`config.mk`:
```
export PLATFORM = sky130hd
export DESIGN_NAME = data_distributor
export DESIGN_NICKNAME = d
export VERILOG_FILES = /design/src/rtl/data_sel_pkg.sv /design/src/rtl/distributor_slot.sv /design/src/rtl/data_distributor.sv
export SDC_FILE = /design/constraint.sdc
export NUM_CORES = 1
export LEC_CHECK = 0
export ABC_AREA = 1
export BUFFER_PORTS_ARGS = -buffer_cell sky130_fd_sc_hd__buf_4
export CELL_PAD_IN_SITES_DETAIL_PLACEMENT = 0
export CELL_PAD_IN_SITES_GLOBAL_PLACEMENT = 2
export CORE_MARGIN = 2
export CORE_UTILIZATION = 29
export CTS_BUF_LIST = sky130_fd_sc_hd__clkbuf_16
export CTS_CLUSTER_SIZE = 28
export DETAILED_ROUTE_END_ITERATION = 8
export PLACE_DENSITY = 0.75
export SYNTH_ARGS = -nofsm -noshare
export SYNTH_HDL_FRONTEND = slang
export SYNTH_SLANG_ARGS = --single-unit
```
`constraint.sdc`:
```
create_clock -name clk -period 1.59 [get_ports clk]
set_input_delay 0.159 -clock clk [delete_from_list [all_inputs] [get_ports clk]]
set_output_delay 0.159 -clock clk [all_outputs]
set_load 0.01 [all_outputs]
```
`src/rtl/data_sel_pkg.sv`:
```
// Shared constants and helpers for the data distributor (1-to-N demultiplexer).
package data_sel_pkg;

  localparam int DATA_W_DEF = 8;
  localparam int N_CH_DEF   = 4;

  localparam int             ERR_CNT_W   = 8;
  localparam logic [ERR_CNT_W-1:0] ERR_CNT_MAX = 8'hFF;

  // One extra bit above the channel index leaves room for out-of-range and broadcast codes.
  function automatic int sel_w(input int n);
    return $clog2(n) + 1;
  endfunction

endpackage

```
`src/rtl/distributor_slot.sv`:
```
// One-entry registered output slot of the data distributor; loads on demand and
// reports whether it can accept a word this cycle (empty or draining).
module distributor_slot
  import data_sel_pkg::*;
#(
  parameter int DATA_W = DATA_W_DEF
) (
  input  logic              clk,
  input  logic              rst_n,
  input  logic              load,
  input  logic [DATA_W-1:0] load_data,
  input  logic              out_ready,
  output logic              out_valid,
  output logic [DATA_W-1:0] out_data,
  output logic              free
);

  logic              valid_r;
  logic [DATA_W-1:0] data_r;

  assign free      = ~valid_r | out_ready;
  assign out_valid = valid_r;
  assign out_data  = data_r;

  // Slot register: a load wins over a simultaneous drain, so throughput stays one word per cycle.
  always_ff @(posedge clk or negedge rst_n) begin
    if (!rst_n) begin
      valid_r <= 1'b0;
      data_r  <= '0;
    end else if (load) begin
      valid_r <= 1'b1;
      data_r  <= load_data;
    end else if (out_ready) begin
      valid_r <= 1'b0;
    end else begin
      valid_r <= valid_r;
    end
  end

endmodule

```
`src/rtl/data_distributor.sv`:
```
// Clocked 1-to-N data distributor with per-channel one-entry slots and a saturating
// illegal-select counter. Define DATA_DISTRIBUTOR_BROADCAST_EN to make in_sel == N_CH a broadcast.
module data_distributor
  import data_sel_pkg::*;
#(
  parameter  int N_CH   = N_CH_DEF,
  parameter  int DATA_W = DATA_W_DEF,
  localparam int SEL_W  = sel_w(N_CH)
) (
  input  logic                   clk,
  input  logic                   rst_n,
  input  logic [DATA_W-1:0]      in_data,
  input  logic [SEL_W-1:0]       in_sel,
  input  logic                   in_valid,
  output logic                   in_ready,
  output logic [N_CH*DATA_W-1:0] out_data,
  output logic [N_CH-1:0]        out_valid,
  input  logic [N_CH-1:0]        out_ready,
  output logic [ERR_CNT_W-1:0]   err_cnt
);

  logic [N_CH-1:0]      free_s;
  logic [N_CH-1:0]      hit_s;
  logic [N_CH-1:0]      load_s;
  logic                 bcast_s;
  logic                 drop_s;
  logic                 in_ready_s;
  logic [ERR_CNT_W-1:0] err_cnt_r;

  // Select decode: route to one slot, all slots (broadcast), or drop.
  always_comb begin
    hit_s      = '0;
    load_s     = '0;
    drop_s     = 1'b0;
    in_ready_s = 1'b0;
    for (int k = 0; k < N_CH; k++) begin
      hit_s[k] = (in_sel == SEL_W'(k));
    end
`ifdef DATA_DISTRIBUTOR_BROADCAST_EN
    bcast_s = (in_sel == SEL_W'(N_CH));
`else
    bcast_s = 1'b0;
`endif
    if (bcast_s) begin
      in_ready_s = &free_s;
      load_s     = {N_CH{in_valid & (&free_s)}};
    end else if (|hit_s) begin
      in_ready_s = |(hit_s & free_s);
      load_s     = hit_s & free_s & {N_CH{in_valid}};
    end else begin
      in_ready_s = 1'b1;
      drop_s     = in_valid;
    end
  end

  assign in_ready = in_ready_s;

  for (genvar k = 0; k < N_CH; k++) begin : g_slot
    distributor_slot #(.DATA_W(DATA_W)) u_slot (
      .clk       (clk),
      .rst_n     (rst_n),
      .load      (load_s[k]),
      .load_data (in_data),
      .out_ready (out_ready[k]),
      .out_valid (out_valid[k]),
      .out_data  (out_data[k*DATA_W +: DATA_W]),
      .free      (free_s[k])
    );
  end

  // Dropped-word counter, sticks at its maximum.
  always_ff @(posedge clk or negedge rst_n) begin
    if (!rst_n) begin
      err_cnt_r <= '0;
    end else if (drop_s && (err_cnt_r != ERR_CNT_MAX)) begin
      err_cnt_r <= err_cnt_r + 8'd1;
    end else begin
      err_cnt_r <= err_cnt_r;
    end
  end

  assign err_cnt = err_cnt_r;

endmodule

```
# Yosys cells after proc, flatten, opt, wreduce, memory -nomap -nowiden
# Cells that the tools add are included.
[totals] reg_bits=44 inputBits=18
[op_classes] add_sub_neg=1 eq_ne=4 mux=11 bitwise_logic=10 n_reduce_logical=8
[ops] operator="1-bit 2-to-1 mux" n=10
[ops] operator="8-bit by 1-bit adder with 8-bit output (second input constant)" n=1
[ops] operator="4-bit bitwise AND" n=2
[ops] operator="8-bit inequality test (second input constant)" n=1
[ops] operator="2-bit nonzero test" n=4
[ops] operator="4-bit OR reduction" n=2
[ops] operator="3-bit by 2-bit equality test with 1-bit output (second input constant)" n=2
[ops] operator="4-bit 2-to-1 mux" n=1
[ops] operator="1-bit inverter" n=4
[ops] operator="1-bit OR" n=4
[ops] operator="3-bit by 1-bit equality test with 1-bit output (second input constant)" n=1
[ops] operator="3-bit logical NOT" n=1
[ops] operator="1-bit logical AND" n=1

# Logic depth before layout (Yosys ltp)
# Gate-level depths: netlist of run 1.
[depth] depth_word=6 depth_mapped=8 depth_no_buf=8

# Hierarchy
# A second synthesis of run 1 with hierarchy kept.
[hier_totals] cells_unflattened=234 hier_area_um2=1944.4
[by_module_without_submodules] module="distributor_slot" instances=4 cells_per_inst=38 area_each_um2=341.6 seq_area_each_um2=225.2
[by_module_without_submodules] module="data_distributor" instances=1 cells_per_inst=82 area_each_um2=578.1 seq_area_each_um2=200.2

# Least setup slack after synthesis of run 1
# Ideal clock, no wire load.
[synth_path] path_kind="register to register" startpoint="register err_cnt_r[0], in the netlist err_cnt[0]" endpoint="register err_cnt_r[3], in the netlist err_cnt[3]" setup_time_ps=117 arrival_ps=1209 path_slack_ps=265 path_stages_with_launch=9 path_buffers=0 period_less_slack_ps=1325 cell_sequence="dfrtp_1 ha_1 nand3_1 inv_1 nand2_1 nand2_2 inv_1 nand2_1 nand2_1"
[synth_via] elab_chain_len=2 word_cells_on_any_way=3 classes_between="add/sub: 1; eq/ne: 1; reduce/logical: 1"
[synth_rtl] item="start, declared" line="data_distributor.sv:28" source="logic [ERR_CNT_W-1:0] err_cnt_r;"
[synth_rtl] item="start signal, assigned" line="data_distributor.sv:76" source="err_cnt_r <= err_cnt_r + 8'd1;"
[synth_rtl] item="start signal, assigned" line="data_distributor.sv:78" source="err_cnt_r <= err_cnt_r;"
[synth_rtl] item="branches (longest 2 deep; another with 8-bit by 1-bit adder with 8-bit output)"
# Parallel ways; which one is timed is not known.
# A chain may end at the register's enable or synchronous reset.

# Final worst setup path of run 1
[layout_path] startpoint="register err_cnt_r[0], in the netlist err_cnt[0]" endpoint="register err_cnt_r[0], in the netlist err_cnt[0]"
# Same word-level chain as after synthesis.

==> summary.md, run 1 <==
| Metric | Value |
|---|---|
| Initial antenna violation count | `0` |
| CTS tree | `built` |
| Core footprint | `6390 sq um` |
| CTS Buf Count | `5` |
| Crit path DAT | `1.66 ns` |
| # diodes | `0` |
| Crit-path max FO | `9` |
| Hpwl dp | `3.27 mm` |
| Final worst slack | `0.139 ns` |
| Required time of the worst setup path | `1.80 ns` |
| Final Core Density | `0.402` |
| Skew final | `0.00331 ns` |
| Layout cell share with drive strength beyond 1 | `0.324` |
| Root Driver | `clkbuf_16` |
| Initial DRT Pass Iterations | `4` |
| Distinct cells, synth | `20` |
| Port Buffers | `62` |
| Crit path largest cell delay | `0.44 ns` |
| Synth Warn # | `0` |
| Finish-stage setup viols | `0` |
| H-tree depth | `2` |
| First-pass GRT wire length | `7.25 mm` |
| Max Freq | `0.689 GHz` |
| CTS sink cnt | `44` |
| Hold Path Depth | `4` |
| Max VDD drop | `0.000675 V` |
| IO Pins | `63` |
| Mapped Cells | `212` |
| Initial core utilization | `0.302` |
| Area of the mapped netlist | `1930 sq um` |
| HP Class | `primary input to register` |
| Vias | `1509` |
| Largest net degree at the start of global routing | `45` |
| Max_slew headroom | `0.619` |
| Clock slew at reported path FFs | `0.06 ns` |
| Cell taking the most area after synthesis | `dfrtp_1` |
| Worst r2r path cells | `8` |
| Via-to-Cell Ratio | `4.29` |
| GRT Total Usage | `0.126` |
| Clock Latency Late Sink | `0.27 ns` |
| Vias in the first global route | `1464` |
| Slew @ Worst Pin | `0.572 ns` |
| Hold WS | `0.136 ns` |
| Final Max Slew Viols | `0` |
| CP Cell Sequence | `ha_1, nand3_1, inv_1, nand2_1, nand2_2, inv_1, nand2_1, nand2_1` |
| Clock Path Buffers | `2` |
| Layout net count | `294` |
| First DRT Iteration DRCs | `87` |
| Post-Syn Area per Cell | `9.11 sq um` |
| Syn-to-layout area delta | `33.1%` |
| Cell Pwr Density | `1260 nW/um^2` |
| Crit path time final | `1.45 ns` |
| Leak pwr | `1.37 nW` |
| GPL Wtd Cong | `0.724` |
| Die ar. | `7330 sq um` |
| Critical path depth | `8` |
| Die W | `85.6 microns` |
| WL/cell | `12.5 microns` |
| Remaining antenna violation count | `0` |
| Syn nets | `231` |
| Status | `finished clean` |
| DR DRC count | `0` |
| Final setup TNS | `0 ns` |
| Max_cap viols | `0` |
| Most frequent CP cell | `nand2_1` |
| Unrepaired setup endpoints after global routing | `no` |
| # rows | `29` |
| Worst path bufs/invs | `2` |
| Top cells by area, synth | `dfrtp_1 (57%), nand2_1 (15%), o21ai_1 (5.4%)` |
| Seq/Total Area, Yosys | `0.570` |
| Top delay family on crit path | `simple AND/OR/NAND/NOR gates` |
| Crit Path Class | `register to register` |
| Place WS | `0.106 ns` |
| GRT overflow | `0` |
| Critical-path top delay cell | `dfrtp_2` |
| Worst Setup End Kind | `register` |
| Share of the synthesized area in the top cell type | `0.570` |
| Total Routed Length | `4.41 mm` |
| FF+latch count, synth | `44` |
| Final period utilization | `0.913` |
| Die height | `85.6 microns` |
| Fin. Hold Viols | `0` |
| CP Launch Type | `register` |
## metrics by stage
step / std cells / power (W) / instance area (sq um)
6_report: 352 / 0.00323 / 2570
5_1_grt: 352 / 0.00343 / 2570
4_1_cts: 352 / 0.00330 / 2570
3_3_place_gp: 344 / 0.00232 / 2420
2_1_floorplan: 212 / 0.00186 / 1930
3_5_place_dp: 344 / 0.00232 / 2420
## layout by cell type, fill, tap and decap left out, types with 2 or more instances in the layout
master	instances
nor2_1	8
dfrtp_1	43
xnor2_1	2
nand3_2	2
o21ai_1	21
clkinv_1	2
nand2_1	78
nand2_2	3
clkbuf_16	5
nand3_1	6
o21ai_2	11
buf_4	63
inv_1	21
## worst min-delay path: cells and delay by family
kind,cells,cell delay (ns)
buffers and inverters,2,0.10
AND/OR/NAND/NOR,2,0.11
## final timing paths
kind	from	to	slack, ns
max	err_cnt[0]$_DFFE_PN0P_	err_cnt[0]$_DFFE_PN0P_	0.14
min	out_ready[3]	g_slot[3].u_slot.out_valid$_DFFE_PN0P_	0.14
max reg2reg	err_cnt[0]$_DFFE_PN0P_	err_cnt[0]$_DFFE_PN0P_	0.14
min reg2reg	g_slot[1].u_slot.out_data[2]$_DFFE_PN0P_	g_slot[1].u_slot.out_data[2]$_DFFE_PN0P_	0.49
max in group asynchronous	rst_n	err_cnt[0]$_DFFE_PN0P_	0.73
min in group asynchronous	rst_n	g_slot[1].u_slot.out_data[7]$_DFFE_PN0P_	0.44
## cells by family after synthesis
family | after synthesis | synth area share
AO/OA/AOI/OAI | 33 | 0.107
adder cells (fa/ha/maj) | 1 | 0.00648
buffers and inverters | 30 | 0.0817
AND/OR/NAND/NOR | 101 | 0.221
XOR/XNOR | 3 | 0.0136
flip-flops | 44 | 0.570
## power by group
group          internal (W)  switching, W  total, W
Combinational      0.000415      0.000389  0.000804
Sequential          0.00132      0.000157   0.00148
Clock              0.000562      0.000382  0.000943
Total               0.00230      0.000928   0.00323
## metal layers
metal / wire length (microns) / up-vias / share of wire / GRT usage
li1: - / 789 / - / -
met1: 1970 / 682 / 0.45 / 0.165
met2: 2080 / 36 / 0.47 / 0.192
met3: 333 / 2 / 0.075 / 0.0491
met4: 30 / 0 / 0.0068 / 0.0390
met5: 0 / - / 0 / 0
## cells in the mapped netlist
| master | instances |
|---|---|
| nand4_2 | 1 |
| ha_1 | 1 |
| nor2_2 | 1 |
| nand3_1 | 6 |
| xnor2_1 | 2 |
| buf_6 | 4 |
| dfrtp_1 | 44 |
| xor2_1 | 1 |
| nand2_2 | 3 |
| inv_1 | 21 |
| o21ai_2 | 11 |
| o21ai_0 | 1 |
| nor3_2 | 1 |
| inv_2 | 1 |
| o21ai_1 | 21 |
| nor2_1 | 8 |
| nand3_2 | 2 |
| buf_4 | 4 |
| nand4_1 | 1 |
| nand2_1 | 78 |
## flip-flops by register name (all words and copies together), names as in the netlist
signal	flops
g_slot.u_slot.out_data	32
err_cnt	8
g_slot.u_slot.out_valid	4
## layout make-up
| class | count | area, sq um |
|---|---|---|
| clock inverters | 2 | 7.51 |
| fillers | 672 | 3820 |
| clock buffers | 5 | 125 |
| multi-input cells | 138 | 672 |
| well taps | 77 | 96.3 |
| repair buffers | 64 | 483 |
| flip-flops and latches | 44 | 1100 |
| inverters | 22 | 82.6 |
## what timing repair did
item                                   in CTS  in global routing
endpoints found under the hold margin      44                  0
setup endpoints to repair                   0                  2
gates resized for setup                     0                  1
hold buffers                                1                  0
buffers inserted                            0                  0
Power figures use the tool's default switching activity.
==> run 2, diff against run 1 <==
--- a/config.mk
+++ b/config.mk
@@ -10,11 +10,12 @@
 export CELL_PAD_IN_SITES_DETAIL_PLACEMENT = 0
 export CELL_PAD_IN_SITES_GLOBAL_PLACEMENT = 2
 export CORE_MARGIN = 2
-export CORE_UTILIZATION = 29
+export CORE_UTILIZATION = 28
 export CTS_BUF_LIST = sky130_fd_sc_hd__clkbuf_16
 export CTS_CLUSTER_SIZE = 28
 export DETAILED_ROUTE_END_ITERATION = 8
-export PLACE_DENSITY = 0.75
+export PLACE_DENSITY = 0.74
 export SYNTH_ARGS = -nofsm -noshare
 export SYNTH_HDL_FRONTEND = slang
+export SYNTH_HIERARCHICAL = 1
 export SYNTH_SLANG_ARGS = --single-unit
==> run 2 against run 1 <==
Compared with the run above: critical path depth decreased by 4; die area grew 4.1%; maximum frequency rose by 10%; synthesized cell count increased by 10%; non-clock buffer count grew 5; via count rose by 11%; global-route usage grew 1.2 points; worst hold slack lost 0.019 ns; area after synthesis up 0.71%; total power rose by 1.2%; clock-buffer cell count stayed put; critical endpoint is now in_ready; highest routed layer unchanged.
==> summary.md, run 2 <==
| Metric | Value |
|---|---|
| Status | `finished clean` |
| Skew final | `0.00283 ns` |
| Hold Path Depth | `3` |
| Post-DP Area | `2510 sq um` |
| Mapped Cells | `234` |
| Die W | `87.3 microns` |
| Final period utilization | `0.829` |
| Crit path DAT | `1.16 ns` |
| Asr flop ratio synth | `1.00` |
| Worst Setup End Kind | `output pin` |
| Initial antenna violation count | `0` |
| Clock Latency Late Sink | `0.28 ns` |
| Reg-to-Reg End | `err_cnt[2]$_DFFE_PN0P_` |
| End of the worst hold path | `g_slot[0].u_slot/out_data[2]$_DFFE_PN0P_` |
| Worst R2R Setup Slack | `0.33 ns` |
| Cell area after layout | `2650 sq um` |
| FF+latch count, synth | `44` |
| Top cells by area, synth | `dfrtp_1 (57%), nand2_1 (26%), inv_1 (2.7%)` |
| CTS sink cnt | `44` |
| EDFF count, synth | `0` |
| Leak pwr | `1.50 nW` |
| DR DRC count | `0` |
| # rows | `30` |
| Area of the mapped netlist | `1940 sq um` |
| CTS Buf Count | `5` |
| Max_slew headroom | `0.609` |
| Count leader, synth | `nand2_1` |
| Layout cell share with drive strength beyond 1 | `0.288` |
| Die ar. | `7630 sq um` |
| Largest net degree at the start of global routing | `45` |
| Port Buffers | `62` |
| HP Class | `primary input to register` |
| Worst r2r path cells | `7` |
| Syn nets | `253` |
| Commonest non-fill, non-tap cells in the layout | `nand2_1 (133), buf_4 (68), dfrtp_1 (44)` |
| Top post-synthesis cells by count | `nand2_1 (133), dfrtp_1 (44), inv_1 (14), nor2_1 (9), nand3_1 (6)` |
| Hpwl dp | `3.76 mm` |
| Total Routed Length | `5.05 mm` |
| Max VDD drop | `0.000567 V` |
| Worst min-delay path startpoint | `in_data[2]` |
| Core footprint | `6760 sq um` |
| Initial core utilization | `0.288` |
| Root Driver | `clkbuf_16` |
| Slew @ Worst Pin | `0.586 ns` |
| Clock Path Buffers | `2` |
| Max reg flops | `32` |
| Cell Pwr Density | `1230 nW/um^2` |
| IO Pins | `63` |
| CTS tree | `built` |
| # diodes | `0` |
| Share of the synthesized area in the top cell type | `0.566` |
| Fill cell count | `703` |
| First DRT Iteration DRCs | `94` |
| Fin. Hold Viols | `0` |
| Number of instances in the placed design | `378` |
| Crit-path max FO | `3` |
| Vias | `1679` |
| Final worst slack | `0.272 ns` |
| GRT overflow | `0` |
| H-tree depth | `2` |
| Non-filler instance count after layout | `386` |
| Seq/Total Area, Yosys | `0.566` |
| Post-Syn Area per Cell | `8.31 sq um` |
| Required time of the worst setup path | `1.43 ns` |
| Final Max Slew Viols | `0` |
| Unrepaired setup endpoints after global routing | `no` |
| Post-cts resize count | `0` |
| Worst flop-to-flop path startpoint | `err_cnt[0]$_DFFE_PN0P_` |
| Syn-to-layout area delta | `36.5%` |
| Vias in the first global route | `1644` |
| Remaining antenna violation count | `0` |
| WL/cell | `13.1 microns` |
| Cell taking the most area after synthesis | `dfrtp_1` |
| Final Core Density | `0.393` |
| Launch point of the worst path | `g_slot[2].u_slot/out_valid$_DFFE_PN0P_` |
| GRT Total Usage | `0.138` |
| Distinct cells, synth | `20` |
| CP Launch Type | `register` |
| Layout net count | `325` |
| Synth Warn # | `6` |
| Finish-stage setup viols | `0` |
| Clock slew at reported path FFs | `0.06 ns` |
| Prevailing post-synth register cell | `dfrtp_1` |
| Via-to-Cell Ratio | `4.35` |
| Final setup TNS | `0 ns` |
| Max Freq | `0.759 GHz` |
| Max_cap viols | `0` |
| GPL Wtd Cong | `0.792` |
| Initial DRT Pass Iterations | `4` |
| Place WS | `0.329 ns` |
| First-pass GRT wire length | `8.09 mm` |
| Die height | `87.3 microns` |
| Commonest non-fill, non-tap cell in the layout | `nand2_1` |
| Crit Path Class | `register to output pin` |
| Crit path time final | `1.32 ns` |
[run 2: cell types whose count changed after synthesis, moves of 2 or more]
cell / before / now
buf_4: 4 / 0
o21ai_2: 11 / 1
inv_1: 21 / 14
nand4_1: 1 / 5
inv_2: 1 / 5
o21ai_1: 21 / 0
nand2_1: 78 / 133
nand2_2: 3 / 1
[run 2: per-stage QoR]
stage               total power, W  hold WS (ns)
global route               0.00347         0.117
global placement           0.00233         0.211
detailed placement         0.00233         0.211
floorplan                  0.00185        -0.137
finish                     0.00327         0.116
CTS                        0.00332         0.115
[run 2: report_power, final]
part / internal, W / switching [W] / leakage, nW
registers: 0.00132 / 0.000170 / 0.558
clock network: 0.000565 / 0.000411 / 0.0709
logic: 0.000407 / 0.000393 / 0.874
[run 2: cell families (layout without fill, tap and decap cells)]
logic type / count (synthesis) / in the layout / share of synthesized area
AND/OR/NAND/NOR: 159 / 159 / 0.339
flip-flops: 44 / 44 / 0.566
buffers and inverters: 25 / 97 / 0.0669
XOR/XNOR: 3 / 3 / 0.0135
AO/OA/AOI/OAI: 2 / 2 / 0.00772
adder cells (fa/ha/maj): 1 / 1 / 0.00643
[run 2: routing by layer]
layer  global-route usage  share of wire  vias to the layer above
met5                    0              0                        -
met4               0.0420          0.013                        0
met3               0.0370          0.068                        6
met2                0.220           0.47                       50
met1                0.183           0.45                      775
li1                     -              -                      848
[run 2: what timing repair did]
| action | CTS | global route |
|---|---|---|
| hold buffers | 1 | 0 |
| endpoints found under the hold margin | 44 | 0 |
| buffers inserted | 0 | 0 |
[run 2: worst max-delay path by stage]
stage | end | slack [ns] | depth (start not counted)
finish | in_ready | 0.27 | 4
global route | in_ready | 0.20 | 4
CTS | in_ready | 0.25 | 4
detailed placement | err_cnt[2]$_DFFE_PN0P_ | 0.33 | 7
global placement | err_cnt[2]$_DFFE_PN0P_ | 0.36 | 7
floorplan | err_cnt[2]$_DFFE_PN0P_ | 0.36 | 7
[run 2: final cells by class]
class                      instances  area, sq um  share of cell area
clock buffer                       5          125              0.0471
clock inverter                     2         8.76             0.00330
inverter                          21         85.1              0.0321
multi-input combinational        165          713               0.269
sequential                        44         1100               0.415
tap                               80          100              0.0377
timing repair buffer              69          520               0.196
[run 2: worst max-delay path, stage by stage, from the launching register on]
cell	delay (ns)
dfrtp_1	0.34
nand2_1	0.10
a31oi_1	0.19
nand4_1	0.10
buf_4	0.16
